==> src/rtl/mc_control_fsm.sv <==
// ---------------------------------------------------------------------------
// mc_control_fsm
// Multi-cycle control unit for the single-issue Datapath. Decodes op/funct
// from the instruction register and walks each instruction through
// FETCH / DCD / EXE / MEMORY / WRITEBACK states, driving every Datapath
// control input each cycle as a Moore decode of the state (plus op/funct).
//
// Parameters
//   HALT_ON_ILLEGAL  1: unsupported op/funct parks the FSM in HALT until rst
//                    0: unsupported op/funct pulses illegal and refetches
//
// Ports
//   clk      in   1  system clock, rising-edge
//   rst      in   1  synchronous reset, active-high
//   op       in   6  IR[31:26]
//   funct    in   6  IR[5:0]
//   zero     in   1  ALU zero flag (combinational from current operands)
//   npcop    out  2  next-PC select: 00 PC+4, 01 branch, 10 jump, 11 jr
//   PCWr     out  1  PC load enable
//   IRWr     out  1  IR load enable
//   RFWr     out  1  register file write enable
//   aluop    out  4  ALU operation
//   sel      out  1  ALU B source: 0 regB, 1 Imm32
//   extop    out  2  immediate extension: 00 zero, 01 sign, 10 <<16
//   R_sel    out  2  RF write address: 00 rt, 01 rd, 10 $31
//   D_sel    out  2  RF write data: 00 pc, 01 ALU, 10 DM
//   wren     out  1  data memory write enable
//   state    out  4  current state (debug)
//   retire   out  1  pulse in the last state of each instruction
//   illegal  out  1  pulse in DCD on an unsupported op/funct
// ---------------------------------------------------------------------------
module mc_control_fsm #(
  parameter bit HALT_ON_ILLEGAL = 1'b0
) (
  input  logic       clk,
  input  logic       rst,
  input  logic [5:0] op,
  input  logic [5:0] funct,
  input  logic       zero,
  output logic [1:0] npcop,
  output logic       PCWr,
  output logic       IRWr,
  output logic       RFWr,
  output logic [3:0] aluop,
  output logic       sel,
  output logic [1:0] extop,
  output logic [1:0] R_sel,
  output logic [1:0] D_sel,
  output logic       wren,
  output logic [3:0] state,
  output logic       retire,
  output logic       illegal
);

  typedef enum logic [3:0] {
    S_FETCH  = 4'd0,
    S_DCD    = 4'd1,
    S_EXE_R  = 4'd2,
    S_EXE_I  = 4'd3,
    S_MADR   = 4'd4,
    S_MRD    = 4'd5,
    S_MWR    = 4'd6,
    S_WB_MEM = 4'd7,
    S_WB_ALU = 4'd8,
    S_BR     = 4'd9,
    S_JMP    = 4'd10,
    S_HALT   = 4'd15
  } state_e;

  // Opcodes / function codes
  localparam logic [5:0] OP_RTYPE = 6'h00;
  localparam logic [5:0] OP_ADDIU = 6'h09;
  localparam logic [5:0] OP_ORI   = 6'h0D;
  localparam logic [5:0] OP_LUI   = 6'h0F;
  localparam logic [5:0] OP_LW    = 6'h23;
  localparam logic [5:0] OP_SW    = 6'h2B;
  localparam logic [5:0] OP_BEQ   = 6'h04;
  localparam logic [5:0] OP_J     = 6'h02;
  localparam logic [5:0] OP_JAL   = 6'h03;
  localparam logic [5:0] FN_ADDU  = 6'h21;
  localparam logic [5:0] FN_SUBU  = 6'h23;
  localparam logic [5:0] FN_SLT   = 6'h2A;
  localparam logic [5:0] FN_JR    = 6'h08;

  // ALU operations
  localparam logic [3:0] ALU_ADD    = 4'b0000;
  localparam logic [3:0] ALU_SUB    = 4'b0001;
  localparam logic [3:0] ALU_OR     = 4'b0010;
  localparam logic [3:0] ALU_SLT    = 4'b0011;
  localparam logic [3:0] ALU_PASS_B = 4'b0100;

  // Mux encodings
  localparam logic [1:0] NPC_PC4  = 2'b00;
  localparam logic [1:0] NPC_BR   = 2'b01;
  localparam logic [1:0] NPC_JMP  = 2'b10;
  localparam logic [1:0] NPC_JR   = 2'b11;
  localparam logic [1:0] EXT_ZERO = 2'b00;
  localparam logic [1:0] EXT_SIGN = 2'b01;
  localparam logic [1:0] EXT_HI   = 2'b10;
  localparam logic [1:0] RA_RT    = 2'b00;
  localparam logic [1:0] RA_RD    = 2'b01;
  localparam logic [1:0] RA_R31   = 2'b10;
  localparam logic [1:0] WD_PC    = 2'b00;
  localparam logic [1:0] WD_ALU   = 2'b01;
  localparam logic [1:0] WD_DM    = 2'b10;

  state_e state_q, state_d;

  // -------------------------------------------------------------------------
  // Instruction decode (IR is stable from DCD until the next FETCH)
  // -------------------------------------------------------------------------
  logic is_rtype, is_addu, is_subu, is_slt, is_jr;
  logic is_addiu, is_ori, is_lui, is_lw, is_sw, is_beq, is_j, is_jal;
  logic is_r_alu, is_i_alu, is_legal;

  assign is_rtype = (op == OP_RTYPE);
  assign is_addu  = is_rtype && (funct == FN_ADDU);
  assign is_subu  = is_rtype && (funct == FN_SUBU);
  assign is_slt   = is_rtype && (funct == FN_SLT);
  assign is_jr    = is_rtype && (funct == FN_JR);
  assign is_addiu = (op == OP_ADDIU);
  assign is_ori   = (op == OP_ORI);
  assign is_lui   = (op == OP_LUI);
  assign is_lw    = (op == OP_LW);
  assign is_sw    = (op == OP_SW);
  assign is_beq   = (op == OP_BEQ);
  assign is_j     = (op == OP_J);
  assign is_jal   = (op == OP_JAL);

  assign is_r_alu = is_addu || is_subu || is_slt;
  assign is_i_alu = is_addiu || is_ori || is_lui;
  assign is_legal = is_r_alu || is_jr || is_i_alu || is_lw || is_sw ||
                    is_beq || is_j || is_jal;

  // ALU setup shared by EXE_R/EXE_I and held through WB_ALU so the ALU
  // result stays stable while the register file captures it.
  logic [3:0] exe_aluop;
  logic       exe_sel;
  logic [1:0] exe_extop;

  always_comb begin
    // NOTE: every signal gets a default before the case so no path leaves
    // it unassigned; otherwise synthesis infers a latch.
    exe_aluop = ALU_ADD;
    exe_sel   = 1'b0;
    exe_extop = EXT_ZERO;
    if (is_subu) begin
      exe_aluop = ALU_SUB;
    end else if (is_slt) begin
      exe_aluop = ALU_SLT;
    end else if (is_addiu) begin
      exe_sel   = 1'b1;
      exe_extop = EXT_SIGN;
    end else if (is_ori) begin
      exe_sel   = 1'b1;
      exe_aluop = ALU_OR;
    end else if (is_lui) begin
      exe_sel   = 1'b1;
      exe_extop = EXT_HI;
      exe_aluop = ALU_PASS_B;
    end
  end

  // -------------------------------------------------------------------------
  // State register
  // -------------------------------------------------------------------------
  always_ff @(posedge clk) begin
    // NOTE: non-blocking assignment keeps every flop sampling pre-edge values
    // regardless of process ordering; reset is sampled on the clock edge.
    if (rst) state_q <= S_FETCH;
    else     state_q <= state_d;
  end

  // -------------------------------------------------------------------------
  // Next-state logic
  // -------------------------------------------------------------------------
  always_comb begin
    state_d = state_q;
    unique case (state_q)
      S_FETCH: state_d = S_DCD;
      S_DCD: begin
        if (is_r_alu)                   state_d = S_EXE_R;
        else if (is_jr || is_j || is_jal) state_d = S_JMP;
        else if (is_i_alu)              state_d = S_EXE_I;
        else if (is_lw || is_sw)        state_d = S_MADR;
        else if (is_beq)                state_d = S_BR;
        else                            state_d = HALT_ON_ILLEGAL ? S_HALT : S_FETCH;
      end
      S_EXE_R, S_EXE_I: state_d = S_WB_ALU;
      S_MADR:           state_d = is_sw ? S_MWR : S_MRD;
      S_MRD:            state_d = S_WB_MEM;
      S_WB_MEM, S_WB_ALU, S_MWR, S_BR, S_JMP: state_d = S_FETCH;
      S_HALT:           state_d = S_HALT;
      default:          state_d = S_FETCH;  // unused encodings recover
    endcase
  end

  // -------------------------------------------------------------------------
  // Output decode
  // -------------------------------------------------------------------------
  always_comb begin
    npcop   = NPC_PC4;
    PCWr    = 1'b0;
    IRWr    = 1'b0;
    RFWr    = 1'b0;
    aluop   = ALU_ADD;
    sel     = 1'b0;
    extop   = EXT_ZERO;
    R_sel   = RA_RT;
    D_sel   = WD_PC;
    wren    = 1'b0;
    retire  = 1'b0;
    illegal = 1'b0;

    unique case (state_q)
      S_FETCH: begin
        IRWr  = 1'b1;
        PCWr  = 1'b1;
        npcop = NPC_PC4;
      end
      S_DCD: illegal = !is_legal;
      S_EXE_R, S_EXE_I: begin
        aluop = exe_aluop;
        sel   = exe_sel;
        extop = exe_extop;
      end
      S_WB_ALU: begin
        aluop  = exe_aluop;
        sel    = exe_sel;
        extop  = exe_extop;
        RFWr   = 1'b1;
        D_sel  = WD_ALU;
        R_sel  = is_rtype ? RA_RD : RA_RT;
        retire = 1'b1;
      end
      S_MADR: begin
        sel   = 1'b1;
        extop = EXT_SIGN;
        aluop = ALU_ADD;
      end
      S_WB_MEM: begin
        RFWr   = 1'b1;
        R_sel  = RA_RT;
        D_sel  = WD_DM;
        retire = 1'b1;
      end
      S_MWR: begin
        wren   = 1'b1;
        sel    = 1'b0;
        retire = 1'b1;
      end
      S_BR: begin
        sel    = 1'b0;
        aluop  = ALU_SUB;
        npcop  = NPC_BR;
        PCWr   = zero;
        retire = 1'b1;
      end
      S_JMP: begin
        PCWr   = 1'b1;
        retire = 1'b1;
        npcop  = is_jr ? NPC_JR : NPC_JMP;
        if (is_jal) begin
          // $31 captures PC+4 on the same edge that loads the target.
          RFWr  = 1'b1;
          R_sel = RA_R31;
          D_sel = WD_PC;
        end
      end
      default: ;  // MRD, HALT and unused encodings: all defaults
    endcase

    // The state register still holds a stale value during the reset cycle,
    // so suppress every side effect until reset is released.
    if (rst) begin
      npcop   = NPC_PC4;
      PCWr    = 1'b0;
      IRWr    = 1'b0;
      RFWr    = 1'b0;
      aluop   = ALU_ADD;
      sel     = 1'b0;
      extop   = EXT_ZERO;
      R_sel   = RA_RT;
      D_sel   = WD_PC;
      wren    = 1'b0;
      retire  = 1'b0;
      illegal = 1'b0;
    end
  end

  assign state = state_q;

endmodule

==> config.mk <==
export PLATFORM = sky130hd
export DESIGN_NAME = mc_control_fsm
export DESIGN_NICKNAME = d
export VERILOG_FILES = /design/src/rtl/mc_control_fsm.sv
export SDC_FILE = /design/constraint.sdc
export NUM_CORES = 1
export LEC_CHECK = 0
export BUFFER_PORTS_ARGS = -buffer_cell sky130_fd_sc_hd__buf_4
export CAP_MARGIN = 10
export CORE_MARGIN = 2
export CORE_UTILIZATION = 35
export DETAILED_ROUTE_END_ITERATION = 16
export PLACE_DENSITY = 0.66
export SLEW_MARGIN = 0
export SYNTH_ARGS = -nofsm -noshare
export SYNTH_HDL_FRONTEND = slang
export SYNTH_SLANG_ARGS = --single-unit
==> constraint.sdc <==
create_clock -name clk -period 1.7 [get_ports clk]
set_input_delay 0.17 -clock clk [delete_from_list [all_inputs] [get_ports clk]]
set_output_delay 0.17 -clock clk [all_outputs]
set_load 0.01 [all_outputs]
**Yosys cells after proc, flatten, opt, wreduce, memory -nomap -nowiden**

Cells that the tools add are included.
Widths: inputs -> output; s select.

- Bits in registers: 4
- Input bits: 15
- Output and inout bits: 23

- Eq/ne operators: 23
- Multiplexer cells: 50
- Reduce and logical (&&, ||, !) cells: 26

Operators with widths:

| operator | count |
|---|---|
| $eq 6x6->1 const B | 5 |
| $eq 6x4->1 const B | 4 |
| $mux 4 | 6 |
| $pmux 4 s6 | 1 |
| $mux 2 | 11 |
| $mux 1 | 19 |
| $eq 4x3->1 const B | 4 |
| $eq 4x4->1 const B | 4 |
| $pmux 2 s2 | 4 |
| $mux 3 | 5 |
| $logic_or 1x1->1 | 14 |
| $eq 6x2->1 const B | 2 |
| $eq 4x2->1 const B | 2 |
| $pmux 4 s2 | 1 |
| $eq 6x3->1 const B | 1 |
| $logic_not 6->1 | 1 |
| $pmux 1 s2 | 3 |
| $reduce_or 2->1 | 3 |
| $reduce_or 5->1 | 1 |
| $eq 4x1->1 const B | 1 |
| $logic_and 1x1->1 | 4 |
| $logic_not 4->1 | 1 |
| $reduce_or 3->1 | 1 |
| $logic_not 1->1 | 1 |

**Logic depth before layout (Yosys ltp)**

- Depth in word-level cells: 14
- Gate-level depth with buffers: 5
- Mapped depth without buffers: 4

**Least setup slack after synthesis**

No wires, ideal clock.

- Path type: flip-flop to output port
- From: reg state_q[3] (netlist: state[3])
- To: out aluop[0]
- Data arrival time: 1276 ps
- Required time: 1530 ps
- Setup slack: 254 ps
- Cell stages (with the launch flop): 5
- Path buffers: 0
- Cell sequence: dfxtp_1 or3b_1 nand2_1 nand2_1 o31ai_2

- Word-level cells in the longest chain between the ends: 4
- Elaborated cells between the ends (all ways): 7
- Those cells by class: 4 x eq/ne; 2 x mux; 1 x reduce/logical

Ends and longest elaborated chain:

| element | line | RTL |
|---|---|---|
| start, declared | 107 | `state_e state_q, state_d;` |
| start signal, assigned | 171 | `else state_q <= state_d;` |
| $eq 4x4->1 or $eq 4x2->1 (tied branches) | 215 | `unique case (state_q)` |
| $reduce_or 3->1 (no source line) | - |  |
| $pmux 4 s2 (*) | 215 |  |
| $mux 4 (*) | 275 | `if (rst) begin` |
| end, declared | 44 | `output logic [3:0] aluop,` |

Every way passes the cells marked *; elsewhere a longest branch is shown, timed or not.

**Worst setup path in the final report**

- From: reg state_q[0] (netlist: state[0])
- To: out extop[0]

- Word-level cells in the longest chain between the ends: 4
- Elaborated cells between the ends (all ways): 7
- Those cells by class: 4 x eq/ne; 2 x mux; 1 x reduce/logical

Ends and longest elaborated chain:

| element | line | RTL |
|---|---|---|
| $eq 4x4->1 or $eq 4x2->1 (tied branches) | 215 |  |
| $reduce_or 3->1 (no source line) | - |  |
| $pmux 2 s2 (*) | 215 |  |
| $mux 2 (*) | 275 |  |
| end, declared | 46 | `output logic [1:0] extop,` |

Marked as above.

==> flow_metrics.env <==
export IMPL_hold_class="in2reg"
export IMPL_hp_start="rst"
export IMPL_regArea_um2=81.33
export IMPL_p_leak_nw=0.5113
export IMPL_worstPathMaxFanout=3
export IMPL_fin_area_mm2=0.001172
export IMPL_slew_viol_final=0
export IMPL_grt_setup_unrepaired="true"
export IMPL_crit_family="simple AND/OR/NAND/NOR gates"
export IMPL_yosys_warnings=0
export IMPL_path_depth=5
export IMPL_p_switching_mw=0.1396
export IMPL_p_seq_share_pct=24.9
export IMPL_setup_worst_path_class="reg2out"
export IMPL_firstDrtPassIters=4
export IMPL_root_buffer="clkbuf_4"
export IMPL_power_frac_clock_pct=30.4
export IMPL_rows=16
export IMPL_gp_congestion=0.8529
export IMPL_synth_seq_area_share_pct=10.85
export IMPL_swShare_pct=34.32
export IMPL_antenna_found_initial=0
export IMPL_slew_headroom_pct=62.53
export IMPL_numPortBuffers=36
export IMPL_synth_nets=131
export IMPL_die_x_um=49.93
export IMPL_min_to="state[3]$_SDFF_PP0_"
export IMPL_drive_above_1_share_pct=45.63
export IMPL_r2r_setup_slack_ns=0.22
export IMPL_synth_main_ff_cell="dfxtp_1"
export IMPL_top_level_ports=38
export IMPL_tightest_slew_ns=0.5569
export IMPL_place_ws_ns=0.1949
export IMPL_worst_path_buf_inv=1
export IMPL_rr_endpoint="state[0]$_SDFF_PP0_"
export IMPL_synth_cells=116
export IMPL_ff2ff_path_depth=6
export IMPL_die_area_mm2=0.002493
export IMPL_syn_area_um2=738.2
export IMPL_end_kind="primary output"
export IMPL_worstPathRequired_ns=1.53
export IMPL_cts_htree_levels=1
export IMPL_cts_sinks=4
export IMPL_finalCritPeriodShare_pct=100.2
export IMPL_drt_wl_total_um=2515
export IMPL_start_util_pct=37.25
export IMPL_grt_pass1_wl_um=3877
export IMPL_ctsHoldBuffers=0
export IMPL_async_reset_ff_share_pct=0
export IMPL_violations="negative setup slack"
export IMPL_grt_use_total_pct=19.50
export IMPL_drc=0
export IMPL_status="finished, violations left"
export IMPL_cts_made_buffers=3
export IMPL_die_h_um=49.93
export IMPL_hold_depth=2
export IMPL_multiInputGateArea_um2=655.6
export IMPL_post_route_util_pct=59.15
export IMPL_cts_buffer_depth=2
export IMPL_avgViaCountPerCell=5.487
export IMPL_fin_ws_ns=-0.004188
export IMPL_finalHoldViolCount=0
export IMPL_synth_edf_count=0
export IMPL_worstSetupStartpointType="register"
export IMPL_place_area_mm2=0.001046
export IMPL_avgRoutedWirePerCell_um=13.45
export IMPL_grt_pass1_vias=905
export IMPL_fmax_mhz=586.8
export IMPL_cp_arrival_ns=1.53
export IMPL_path_clk_slew_ns=0.04
export IMPL_synth_area_per_cell_um2=6.364
export IMPL_setup_viol=1
export IMPL_dp_cells=178
export IMPL_finalNetCount=177
export IMPL_grt_overflow_total=0
export IMPL_fillerInstances=188
export IMPL_diodes=0
export IMPL_largest_reg_flops=4
export IMPL_final_cells=187
export IMPL_intPower_mw=0.2672
export IMPL_first_iter_violations=23
export IMPL_combPwrFrac_pct=44.7
export IMPL_ir_worst_vdd_v=0.0003939
export IMPL_r2r_start="state[0]$_SDFF_PP0_"
export IMPL_finClkSkew_ns=0.003805
export IMPL_synthDistinctLibCells=42
export IMPL_clock_latency_ns=0.24
export IMPL_power_density_mw_per_mm2=346.9
export IMPL_slowest_stage="or3b_4"
export IMPL_syn2layout_area_growth_pct=58.81
export IMPL_coreArea_mm2=0.001982
export IMPL_max_cap_violations=0
export IMPL_max_stage_delay_ns=0.39
export IMPL_ys_seq_elements=4
export IMPL_place_hpwl_um=1834
export IMPL_cts_tree="yes"
export IMPL_grt_max_degree=17
export IMPL_finalSetupTns_ns=-0.004188
export IMPL_min_period_ns=1.704
export IMPL_drtAntennaViolNets=0
export IMPL_cp_startpoint="state[0]$_SDFF_PP0_"
export IMPL_vias=1026
export IMPL_crit_path_cell_trace="or3b_4 -> a21oi_2 -> a31oi_1 -> nor2_1 -> buf_4"
## stage by stage
stage / power [mW] / hold slack (ns)
after detailed placement: 0.2569 / 0.4467
after global routing: 0.4293 / 0.2223
final: 0.4067 / 0.2180
after CTS: 0.3848 / 0.1969
after floorplan: 0.1873 / 0.3365
after global placement: 0.2566 / 0.4540
## per-layer routing
metal  vias up  routed length, um  part of all wire [%]  track usage, %
met2        48               1216                    48           32.22
met3         6                159                   6.3           3.333
met5         -                  0                     0               0
met4         0                 54                   2.1           5.556
li1        511                  -                     -               -
met1       461               1085                    43           25.78
## how the worst max path moves through the flow
stage | slack (ns) | to
2_1_floorplan | 0.25 | aluop[0]
3_3_place_gp | 0.21 | RFWr
3_5_place_dp | 0.19 | RFWr
4_1_cts | 0.003 | npcop[0]
5_1_grt | -0.05 | extop[0]
6_report | -0.004 | extop[0]
## power groups by stage
stage	clock, mW	sequential [mW]	combinational (mW)
2_1_floorplan	0	0.104	0.0835
3_3_place_gp	0	0.102	0.155
3_5_place_dp	0	0.102	0.155
4_1_cts	0.125	0.101	0.159
5_1_grt	0.131	0.102	0.197
6_report	0.124	0.101	0.182
## synthesized netlist by cell type, types with 2 or more instances
| master | instances | area (um2) |
|---|---|---|
| nor2_1 | 18 | 67.56 |
| nor3_1 | 7 | 35.03 |
| nor4_1 | 2 | 12.51 |
| a21oi_1 | 9 | 45.04 |
| nor2b_1 | 5 | 31.28 |
| a31oi_1 | 4 | 25.02 |
| nand2_1 | 12 | 45.04 |
| and3_1 | 4 | 25.02 |
| nand3_1 | 5 | 25.02 |
| inv_1 | 3 | 11.26 |
| nand2b_1 | 3 | 18.77 |
| dfxtp_1 | 4 | 80.08 |
| buf_4 | 3 | 22.52 |
| nand4_1 | 2 | 12.51 |
| o21ai_0 | 3 | 15.01 |
| buf_2 | 3 | 15.01 |
| o22ai_1 | 2 | 12.51 |
| o21a_1 | 2 | 15.01 |
| and2_2 | 2 | 15.01 |
## cells by family (layout without fill, tap and decap cells)
group                     Yosys count  count (layout)  share of synthesized area (%)
and+or+nand+nor                    69              69                          50.85
AOI/OAI and AO/OA                  30              30                          28.13
buffers and inverters              10              54                          7.117
DFF                                 4               4                          10.85
other                               1               1                         0.5080
xor gates and xnor gates            1               1                          1.187
muxes                               1               1                          1.356
## timing repair
item,4_1_cts,5_1_grt
buffers inserted,0,6
setup endpoints to repair,4,10
pin swaps,2,1
resized for setup,6,8
## final cells by class
type                       instances  area share, %
tap                               27          2.882
multi-input combinational        102          55.92
clock buffer                       3          1.921
sequential                         4          6.937
timing repair buffer              48          31.38
inverter                           3         0.9605
## cell usage in the layout (no fill, tap or decap), types with 2 or more instances in the layout
master and instances:
a31oi_1 4, o22ai_1 2, buf_4 46, a21oi_1 8
nand2b_1 2, nor2_1 18, dfxtp_1 3, nor3_1 5
nor3_2 2, nand4_1 2, clkbuf_4 3, inv_1 3
o21ai_0 3, o21a_1 2, nand2_1 11, nor2b_1 4
nand3_1 5, and2_2 2, and3_1 4, buf_6 2
(Power assumes the default switching activity.)
